==> src/rtl/ctrl_pkg.sv <==
// rtl/ctrl_pkg.sv - shared opcodes, encodings, control bundle and state type
package ctrl_pkg;

    localparam logic [6:0] OP_LOAD   = 7'b0000011;
    localparam logic [6:0] OP_STORE  = 7'b0100011;
    localparam logic [6:0] OP_RTYPE  = 7'b0110011;
    localparam logic [6:0] OP_IALU   = 7'b0010011;
    localparam logic [6:0] OP_BRANCH = 7'b1100011;
    localparam logic [6:0] OP_LUI    = 7'b0110111;
    localparam logic [6:0] OP_AUIPC  = 7'b0010111;
    localparam logic [6:0] OP_JAL    = 7'b1101111;
    localparam logic [6:0] OP_JALR   = 7'b1100111;
    localparam logic [6:0] OP_FENCE  = 7'b0001111;
    localparam logic [6:0] OP_SYSTEM = 7'b1110011;

    localparam logic [6:0] F7_BASE   = 7'b0000000;
    localparam logic [6:0] F7_ALT    = 7'b0100000;
    localparam logic [6:0] F7_MULDIV = 7'b0000001;

    localparam logic [31:0] ECALL_WORD  = 32'h0000_0073;
    localparam logic [31:0] EBREAK_WORD = 32'h0010_0073;

    typedef enum logic [2:0] {
        IMM_I = 3'b000,
        IMM_S = 3'b001,
        IMM_B = 3'b010,
        IMM_J = 3'b011,
        IMM_U = 3'b100
    } immSrc_e;

    typedef enum logic [1:0] {
        RES_ALU = 2'b00,
        RES_MEM = 2'b01,
        RES_PC4 = 2'b10,
        RES_IMM = 2'b11
    } resultSrc_e;

    typedef enum logic [1:0] {
        ALU_ADD    = 2'b00,
        ALU_BRANCH = 2'b01,
        ALU_FUNCT  = 2'b10,
        ALU_MULDIV = 2'b11
    } aluOp_e;

    typedef struct packed {
        logic       regWrite;
        immSrc_e    immSrc;
        logic       aluSrc;
        logic       aluSrcA;
        logic       memWrite;
        resultSrc_e resultSrc;
        aluOp_e     aluOp;
        logic       jump;
        logic       jalr;
        logic       branch;
        logic       mulDiv;
        logic       illegal;
        logic       sys;
    } ctrl_t;

    localparam int CTRL_W = $bits(ctrl_t);

    typedef enum logic {
        ST_RUN  = 1'b0,
        ST_HALT = 1'b1
    } state_e;

endpackage

==> src/rtl/ctrl_decode_comb.sv <==
// rtl/ctrl_decode_comb.sv - combinational RV32I(+M) instruction to control bundle decode
module ctrl_decode_comb
    import ctrl_pkg::*;
#(
    parameter bit ENABLE_M = 1'b1
) (
    input  logic [31:0] instr,
    output ctrl_t       ctrl
);

    logic [6:0] opcode;
    logic [2:0] funct3;
    logic [6:0] funct7;
    logic       illegal;

    assign opcode = instr[6:0];
    assign funct3 = instr[14:12];
    assign funct7 = instr[31:25];

    // Classify the word and fill its bundle; any reject collapses to a bare Illegal flag.
    always_comb begin
        ctrl    = '0;
        illegal = 1'b0;
        case (opcode)
            OP_LOAD: begin
                illegal          = (funct3 == 3'b011) || (funct3 == 3'b110) || (funct3 == 3'b111);
                ctrl.regWrite    = 1'b1;
                ctrl.immSrc      = IMM_I;
                ctrl.aluSrc      = 1'b1;
                ctrl.resultSrc   = RES_MEM;
                ctrl.aluOp       = ALU_ADD;
            end
            OP_STORE: begin
                illegal          = (funct3 > 3'b010);
                ctrl.immSrc      = IMM_S;
                ctrl.aluSrc      = 1'b1;
                ctrl.memWrite    = 1'b1;
            end
            OP_RTYPE: begin
                ctrl.regWrite = 1'b1;
                if ((funct7 == F7_BASE) ||
                    ((funct7 == F7_ALT) && ((funct3 == 3'b000) || (funct3 == 3'b101)))) begin
                    ctrl.aluOp = ALU_FUNCT;
                end else if ((funct7 == F7_MULDIV) && ENABLE_M) begin
                    ctrl.aluOp  = ALU_MULDIV;
                    ctrl.mulDiv = 1'b1;
                end else begin
                    illegal = 1'b1;
                end
            end
            OP_IALU: begin
                ctrl.regWrite = 1'b1;
                ctrl.aluSrc   = 1'b1;
                ctrl.aluOp    = ALU_FUNCT;
            end
            OP_BRANCH: begin
                illegal     = (funct3 == 3'b010) || (funct3 == 3'b011);
                ctrl.immSrc = IMM_B;
                ctrl.aluOp  = ALU_BRANCH;
                ctrl.branch = 1'b1;
            end
            OP_LUI: begin
                ctrl.regWrite  = 1'b1;
                ctrl.immSrc    = IMM_U;
                ctrl.resultSrc = RES_IMM;
            end
            OP_AUIPC: begin
                ctrl.regWrite = 1'b1;
                ctrl.immSrc   = IMM_U;
                ctrl.aluSrcA  = 1'b1;
                ctrl.aluSrc   = 1'b1;
                ctrl.aluOp    = ALU_ADD;
            end
            OP_JAL: begin
                ctrl.regWrite  = 1'b1;
                ctrl.immSrc    = IMM_J;
                ctrl.resultSrc = RES_PC4;
                ctrl.jump      = 1'b1;
            end
            OP_JALR: begin
                illegal        = (funct3 != 3'b000);
                ctrl.regWrite  = 1'b1;
                ctrl.immSrc    = IMM_I;
                ctrl.aluSrc    = 1'b1;
                ctrl.resultSrc = RES_PC4;
                ctrl.jalr      = 1'b1;
            end
            OP_FENCE: begin
                ctrl = '0;
            end
            OP_SYSTEM: begin
                ctrl.sys = 1'b1;
                illegal  = !((instr == ECALL_WORD) || (instr == EBREAK_WORD));
            end
            default: begin
                illegal = 1'b1;
            end
        endcase
        if (illegal) begin
            ctrl         = '0;
            ctrl.illegal = 1'b1;
        end
    end

endmodule

==> src/rtl/ctrl_pipe_stage.sv <==
// rtl/ctrl_pipe_stage.sv - one valid/ready register slot of the decode pipeline
module ctrl_pipe_stage #(
    parameter int W = 8
) (
    input  logic         clk,
    input  logic         reset_n,
    input  logic         flush,
    input  logic         inValid,
    output logic         inReady,
    input  logic [W-1:0] inData,
    output logic         outValid,
    input  logic         outReady,
    output logic [W-1:0] outData
);

    assign inReady = !outValid || outReady;

    // Hold the slot until downstream takes it; a flush empties it regardless of handshakes.
    always_ff @(posedge clk or negedge reset_n) begin
        if (!reset_n) begin
            outValid <= 1'b0;
            outData  <= '0;
        end else if (flush) begin
            outValid <= 1'b0;
        end else if (inReady) begin
            outValid <= inValid;
            if (inValid) begin
                outData <= inData;
            end
        end
    end

endmodule

==> src/rtl/ctrl_decode_pipe.sv <==
// rtl/ctrl_decode_pipe.sv - registered, back-pressured control decode with RUN/HALT issue control
module ctrl_decode_pipe
    import ctrl_pkg::*;
#(
    parameter int DEPTH        = 1,
    parameter bit ENABLE_M     = 1'b1,
    parameter int TAG_W        = 32,
    parameter bit ILLEGAL_HALT = 1'b1
) (
    input  logic             clk,
    input  logic             reset_n,
    input  logic [31:0]      instr_i,
    input  logic [TAG_W-1:0] tag_i,
    input  logic             in_valid,
    output logic             in_ready,
    input  logic             flush,
    output logic             out_valid,
    input  logic             out_ready,
    output logic [TAG_W-1:0] tag_o,
    output logic             RegWrite,
    output logic [2:0]       ImmSrc,
    output logic             ALUSrc,
    output logic             ALUSrcA,
    output logic             MemWrite,
    output logic [1:0]       ResultSrc,
    output logic [1:0]       ALUOp,
    output logic             Jump,
    output logic             Jalr,
    output logic             Branch,
    output logic             MulDiv,
    output logic             Illegal,
    output logic             Sys,
    output logic             halt,
    input  logic             resume
);

    localparam int W = CTRL_W + TAG_W;

    ctrl_t          decCtrl;
    ctrl_t          outCtrl;
    state_e         state;
    state_e         stateNext;
    logic           running;
    logic           accept;
    logic           trap;
    logic [W-1:0]   outWord;

    logic           stageValid [DEPTH+1];
    logic           stageReady [DEPTH+1];
    logic [W-1:0]   stageData  [DEPTH+1];

    ctrl_decode_comb #(.ENABLE_M(ENABLE_M)) uDecode (
        .instr (instr_i),
        .ctrl  (decCtrl)
    );

    assign running  = (state == ST_RUN);
    assign in_ready = stageReady[0] && running && !flush;
    assign accept   = in_valid && in_ready;
    assign trap     = decCtrl.illegal || decCtrl.sys;

    assign stageValid[0]     = accept;
    assign stageData[0]      = {decCtrl, tag_i};
    assign stageReady[DEPTH] = out_ready;

    for (genvar k = 0; k < DEPTH; k++) begin : gStage
        ctrl_pipe_stage #(.W(W)) uStage (
            .clk      (clk),
            .reset_n  (reset_n),
            .flush    (flush),
            .inValid  (stageValid[k]),
            .inReady  (stageReady[k]),
            .inData   (stageData[k]),
            .outValid (stageValid[k+1]),
            .outReady (stageReady[k+1]),
            .outData  (stageData[k+1])
        );
    end

    // Empty output slots present an all-zero bundle and tag.
    assign out_valid = stageValid[DEPTH];
    assign outWord   = out_valid ? stageData[DEPTH] : '0;
    assign outCtrl   = ctrl_t'(outWord[W-1:TAG_W]);
    assign tag_o     = outWord[TAG_W-1:0];

    assign RegWrite  = outCtrl.regWrite;
    assign ImmSrc    = outCtrl.immSrc;
    assign ALUSrc    = outCtrl.aluSrc;
    assign ALUSrcA   = outCtrl.aluSrcA;
    assign MemWrite  = outCtrl.memWrite;
    assign ResultSrc = outCtrl.resultSrc;
    assign ALUOp     = outCtrl.aluOp;
    assign Jump      = outCtrl.jump;
    assign Jalr      = outCtrl.jalr;
    assign Branch    = outCtrl.branch;
    assign MulDiv    = outCtrl.mulDiv;
    assign Illegal   = outCtrl.illegal;
    assign Sys       = outCtrl.sys;

    // Issue state register.
    always_ff @(posedge clk or negedge reset_n) begin
        if (!reset_n) begin
            state <= ST_RUN;
        end else begin
            state <= stateNext;
        end
    end

    // A trapping word stops issue only once it has actually been taken into the pipe.
    always_comb begin
        stateNext = state;
        halt      = 1'b0;
        case (state)
            ST_RUN: begin
                if (ILLEGAL_HALT && accept && trap) begin
                    stateNext = ST_HALT;
                end
            end
            ST_HALT: begin
                halt = 1'b1;
                if (resume || flush) begin
                    stateNext = ST_RUN;
                end
            end
            default: begin
                stateNext = ST_RUN;
            end
        endcase
    end

endmodule

==> config.mk <==
export PLATFORM = sky130hd
export DESIGN_NAME = ctrl_decode_pipe
export DESIGN_NICKNAME = d
export VERILOG_FILES = /design/src/rtl/ctrl_pkg.sv /design/src/rtl/ctrl_decode_comb.sv /design/src/rtl/ctrl_pipe_stage.sv /design/src/rtl/ctrl_decode_pipe.sv
export SDC_FILE = /design/constraint.sdc
export NUM_CORES = 1
export LEC_CHECK = 0
export ABC_AREA = 0
export BUFFER_PORTS_ARGS = -buffer_cell sky130_fd_sc_hd__buf_2
export CORE_MARGIN = 2
export CORE_UTILIZATION = 47
export CTS_CLUSTER_DIAMETER = 100
export DETAILED_ROUTE_END_ITERATION = 10
export GPL_TIMING_DRIVEN = 0
export MAX_ROUTING_LAYER = met4
export PLACE_DENSITY_LB_ADDON = 0.08
export SETUP_SLACK_MARGIN = 0.15
export SYNTH_ARGS = -nofsm -noshare
export SYNTH_HDL_FRONTEND = slang
export SYNTH_SLANG_ARGS = --single-unit
==> constraint.sdc <==
create_clock -name clk -period 1.8 [get_ports clk]
set_input_delay 0.18 -clock clk [delete_from_list [all_inputs] [get_ports clk]]
set_output_delay 0.18 -clock clk [all_outputs]
set_load 0.05 [all_outputs]
# After elaboration in Yosys (flattened, before gate mapping)
# Cells that the tools add are included.
[classes]
order_cmp = 1
n_eq_ne = 20
mux = 27
n_bitwise = 2
reduce_logical = 27
[op_table]
columns = ["operator", "count"]
rows = [
  ["49-bit two-way mux", 1],
  ["32-bit by 21-bit equality test with 1-bit output (second input constant)", 1],
  ["32-bit by 7-bit equality test with 1-bit output (second input constant)", 1],
  ["7-bit by 6-bit equality test with 1-bit output (second input constant)", 4],
  ["7-bit equality test (second input constant)", 4],
  ["1-bit two-way mux", 18],
  ["17-bit two-way mux", 1],
  ["7-bit by 5-bit equality test with 1-bit output (second input constant)", 2],
  ["2-bit case mux with 3 select lines", 2],
  ["3-bit case mux with 4 select lines", 1],
  ["5-bit OR reduction", 2],
  ["3-bit equality test (second input constant)", 3],
  ["1-bit logical OR", 9],
  ["7-bit by 1-bit equality test with 1-bit output (second input constant)", 1],
  ["7-bit by 2-bit equality test with 1-bit output (second input constant)", 1],
  ["7-bit by 4-bit equality test with 1-bit output (second input constant)", 1],
  ["7-bit zero test", 1],
  ["1-bit case mux with 7 select lines", 1],
  ["7-bit OR reduction", 1],
  ["3-bit by 2-bit equality test with 1-bit output (second input constant)", 2],
  ["1-bit logical AND", 5],
  ["2-bit two-way mux", 2],
  ["2-bit OR reduction", 2],
  ["3-bit by 2-bit > comparator with 1-bit output (second input constant)", 1],
  ["7 further kinds", 10],
]
[totals]
regBits = 51
in_bits = 70
out_inout_bits = 52

# Logic depth before layout (Yosys ltp)
[logic_depth]
ltp_word = 11
depth_mapped = 6
mapped_depth_nobuf = 5

# By module
# A second synthesis with hierarchy kept.
[hier_totals]
hier_cells = 252
area_unflattened_um2 = 2756.4
[modules_own_cells]
columns = ["mod", "instances", "cells_per_inst", "area_each_um2", "seq_area_each_um2"]
rows = [
  ["ctrl_pipe_stage", 1, 109, 1874.3, 1251.2],
  ["ctrl_decode_comb", 1, 83, 484.2, 0.0],
  ["ctrl_decode_pipe", 1, 60, 397.9, 25.0],
]

# Least setup slack after synthesis
# OpenSTA, ideal clock, no wires.
[synth_timing]
kind = "reg-to-reg"
from = "register gStage[0].uStage.outValid"
to = "register gStage[0].uStage.outValid"
arrival_ps = 1617
setup_slack_ps = 41
stages_incl_launch_ff = 6
n_path_buf = 2
period_less_slack_ps = 1759
cell_sequence = "dfrtp_1 -> nand2b_1 -> nand3_1 -> clkbuf_1 -> clkbuf_1 -> o21ai_0"
[synth_via]
elab_chain_len = 7
[synth_lines]
columns = ["element", "line_no", "source"]
rows = [
  ["start: declaration", "ctrl_pipe_stage.sv:11", "output logic outValid,"],
  ["start signal: assignment", "ctrl_pipe_stage.sv:26", "outValid <= inValid;"],
  ["1-bit zero test (*)", "ctrl_pipe_stage.sv:16", "assign inReady = !outValid || outReady;"],
  ["1-bit logical OR (*)", "ctrl_pipe_stage.sv:16", ""],
  ["1-bit logical AND (2 in series)", "ctrl_decode_pipe.sv:58", "assign in_ready = stageReady[0] && running && !flush;"],
  ["1-bit logical AND", "ctrl_decode_pipe.sv:59", "assign accept = in_valid && in_ready;"],
  ["1-bit two-way mux", "ctrl_pipe_stage.sv:25", "end else if (inReady) begin"],
  ["1-bit two-way mux", "ctrl_pipe_stage.sv:23", "end else if (flush) begin"],
]
# Mark *: on every way between the ends. The rest lies on a longest branch, timed or not. The select of a mux whose other input is x is not followed.
# A chain may end at the register's enable or synchronous reset.

# Worst setup path after layout
[layout_timing]
from = "register gStage[0].uStage.outValid"
to = "output port MemWrite"
[layout_via]
elab_chain_len = 1
[layout_lines]
columns = ["element", "line_no", "source"]
rows = [
  ["49-bit two-way mux", "ctrl_decode_pipe.sv:82", "assign outWord = out_valid ? stageData[DEPTH] : '0;"],
  ["end: declaration", "ctrl_decode_pipe.sv:24", "output logic MemWrite,"],
]
# Every way passes these cells.

==> results.toml <==
[die]
die_area_mm2 = 0.00643
fp.dieW_um = 80.2
die_h_um = 80.2
ios = 122
initial_core_util = 0.490
placementRows = 27
core_mm2 = 0.00557

[sta]
relSlewSlack = 0.240
worst_pin_slew_ps = 1140
post-route-period-util = 0.875
fmax_mhz = 635
post-route-min-period_ps = 1570
timing.hold.ws_ps = 55.6
fin_skew_ps = 8.84
drv_slew = 0
timing.final.hold_violations = 0
setup_tns_ps = 0
finalSetupViolations = 0
rsz0062_at_grt = "true"

[cts]
cts_resized = 23
ctsHoldBuffers = 0
cts.htree.levels = 2
clk_root_buffer_cell = "clkbuf_8"
clock_path_buffers = 2
cts_sinks = 51
cts_tree = "done"
clock_latency_ps = 310
numCtsBuffers = 5
cts_setup_buffers = 0
clk_pin_slew_worst_paths_ps = 90

[logic_synthesis]
ys.flop_type = "dfrtp_1"
syn_nets = 399
ys_top_cells_by_area = "dfrtp_1, nand2_1, and2_1"
postSynthAreaPerCell_um2 = 8.30
ys_top_cells_by_count = "nand2_1, and2_1, dfrtp_1"
yosysWarningCount = 0
synth_cells = 329
yosysMostFrequentCell = "nand2_1"
synthesis.area_mm2 = 0.00273
synth_edf_count = 0
synth-async-reset-ratio = 1.00
netlist.area_leader.share = 0.467
yosysUniqueCellTypes = 47
yosys_register_bits = 51
yosys.area.top_type = "dfrtp_1"
ys_seq_area_frac = 0.467

[drt]
drtAntennaViolNets = 0
dr.pass1.iters = 4
route.detailed.drc = 0
wirelength_um = 6940
drt_first_iter_violations = 140
vias_per_cell = 5.06
vias = 2671
wl_per_cell_um = 13.2

[power]
seqPwrFrac = 0.467
peakVddDrop_uv = 376
p_per_area_mw_per_mm2 = 813
internal_power_mw = 1.96
power.total_mw = 2.93
switching_share = 0.331
p_leak_nw = 1.94
power_frac_comb = 0.266
p_clk_frac = 0.267
p_sw_mw = 0.970

[global_route]
grt-ovfl-total = 0
grt_pass1_vias = 2480
grt_pass1_wl_um = 11400
grt_max_degree = 52
antenna_found_initial = 0
grt_usage = 0.231

[finish]
nets = 525
multiInputGateArea_mm2 = 0.00137
regArea_mm2 = 0.00128
utilization = 0.647
drive_above_1_share = 0.349
fillCellCount = 519
area_growth_pct = 32.0
antenna_cells = 0

[place]
place_hpwl_um = 5170
gp_congestion = 0.875
port_buffers = 119

[setup_path]
endpoint_kind = "primary output"
worst-path-max-fanout = 10
critPathRequiredTime_ps = 1620
critPathArrivalTime_ps = 1390
cp-start-kind = "flip-flop"
criticalPathCategory = "reg2out"

[flow_run]
maxCapViolCount = 0

[min_path]
hold_class = "in2reg"

[run_status]
outcome = "finished, final reports clean"
==> cells by family after synthesis <==
group,count (synthesis),share of synthesized area
AOI/OAI and AO/OA,40,0.105
buffers and inverters,23,0.0357
muxes,1,0.00412
xor gates and xnor gates,1,0.00321
DFF,51,0.467
and+or+nand+nor,213,0.385
==> worst paths after layout <==
kind	start	endpoint	slack, ps	depth (start not counted)
max	gStage[0].uStage.outValid$_DFFE_PN0P_	MemWrite	230	4
min	tag_i[21]	gStage[0].uStage.outData[21]$_DFFE_PN0P_	60	3
max reg2reg	gStage[0].uStage.outValid$_DFFE_PN0P_	gStage[0].uStage.outData[38]$_DFFE_PN0P_	280	5
min reg2reg	gStage[0].uStage.outData[21]$_DFFE_PN0P_	gStage[0].uStage.outData[21]$_DFFE_PN0P_	470	2
max in group asynchronous	reset_n	state$_DFF_PN0_	930	1
min in group asynchronous	reset_n	gStage[0].uStage.outData[29]$_DFFE_PN0P_	100	1
==> cell usage in the layout (no fill, tap or decap), drive strengths merged, types with 2 or more instances in the layout <==
cell type / n
nor4: 7
and2: 51
nand3: 7
nor2b: 2
o21ai: 16
dfrtp: 51
buf: 127
nor3: 3
inv: 3
nand2: 115
o31ai: 2
and3: 2
nand4b: 3
a31oi: 2
a21o: 3
nand4: 2
clkbuf: 19
nor2: 14
a21oi: 5
==> state kept, by name (all words and copies together) (netlist names) <==
| name | count |
|---|---|
| gStage.uStage.outValid | 1 |
| gStage.uStage.outData | 49 |
| state | 1 |
==> layer usage <==
metal	wire [um]	GRT usage	up-vias
met5	0	-	-
met4	135	0.0797	0
met3	380	0.0326	9
met2	3180	0.378	92
met1	3250	0.296	1239
li1	-	-	1331
==> stage by stage <==
step | setup slack [ps] | instance area, um^2 | std cells
after floorplan | 166 | 2730 | 329
after global placement | -61.1 | 3420 | 520
after detailed placement | -37.9 | 3420 | 520
after CTS | 155 | 3570 | 528
after global routing | 140 | 3600 | 528
final | 225 | 3600 | 528
==> worst max-delay path: stages, from the launching register on <==
cell and delay, ps:
dfrtp_2 460, buf_6 150, clkbuf_8 150, and2_1 140, buf_4 180
==> power by group through the flow <==
stage          sequential (mW)  clock (mW)  combinational, mW
4_1_cts                   1.37       0.799              0.776
6_report                  1.37       0.784              0.779
3_5_place_dp              1.39           0              0.764
5_1_grt                   1.39       0.849              0.869
3_3_place_gp              1.38           0              0.753
2_1_floorplan             1.39           0              0.513
==> layout make-up <==
cell class                      instances  area share
Clock inverter                          1     0.00833
Buffer                                 20      0.0340
Clock buffer                            7      0.0212
Sequential cell                        51       0.355
Tap cell                               72      0.0250
Inverter                                3     0.00312
Timing Repair Buffer                  119       0.173
Multi-Input combinational cell        255       0.380
Power figures use the tool's default switching activity.
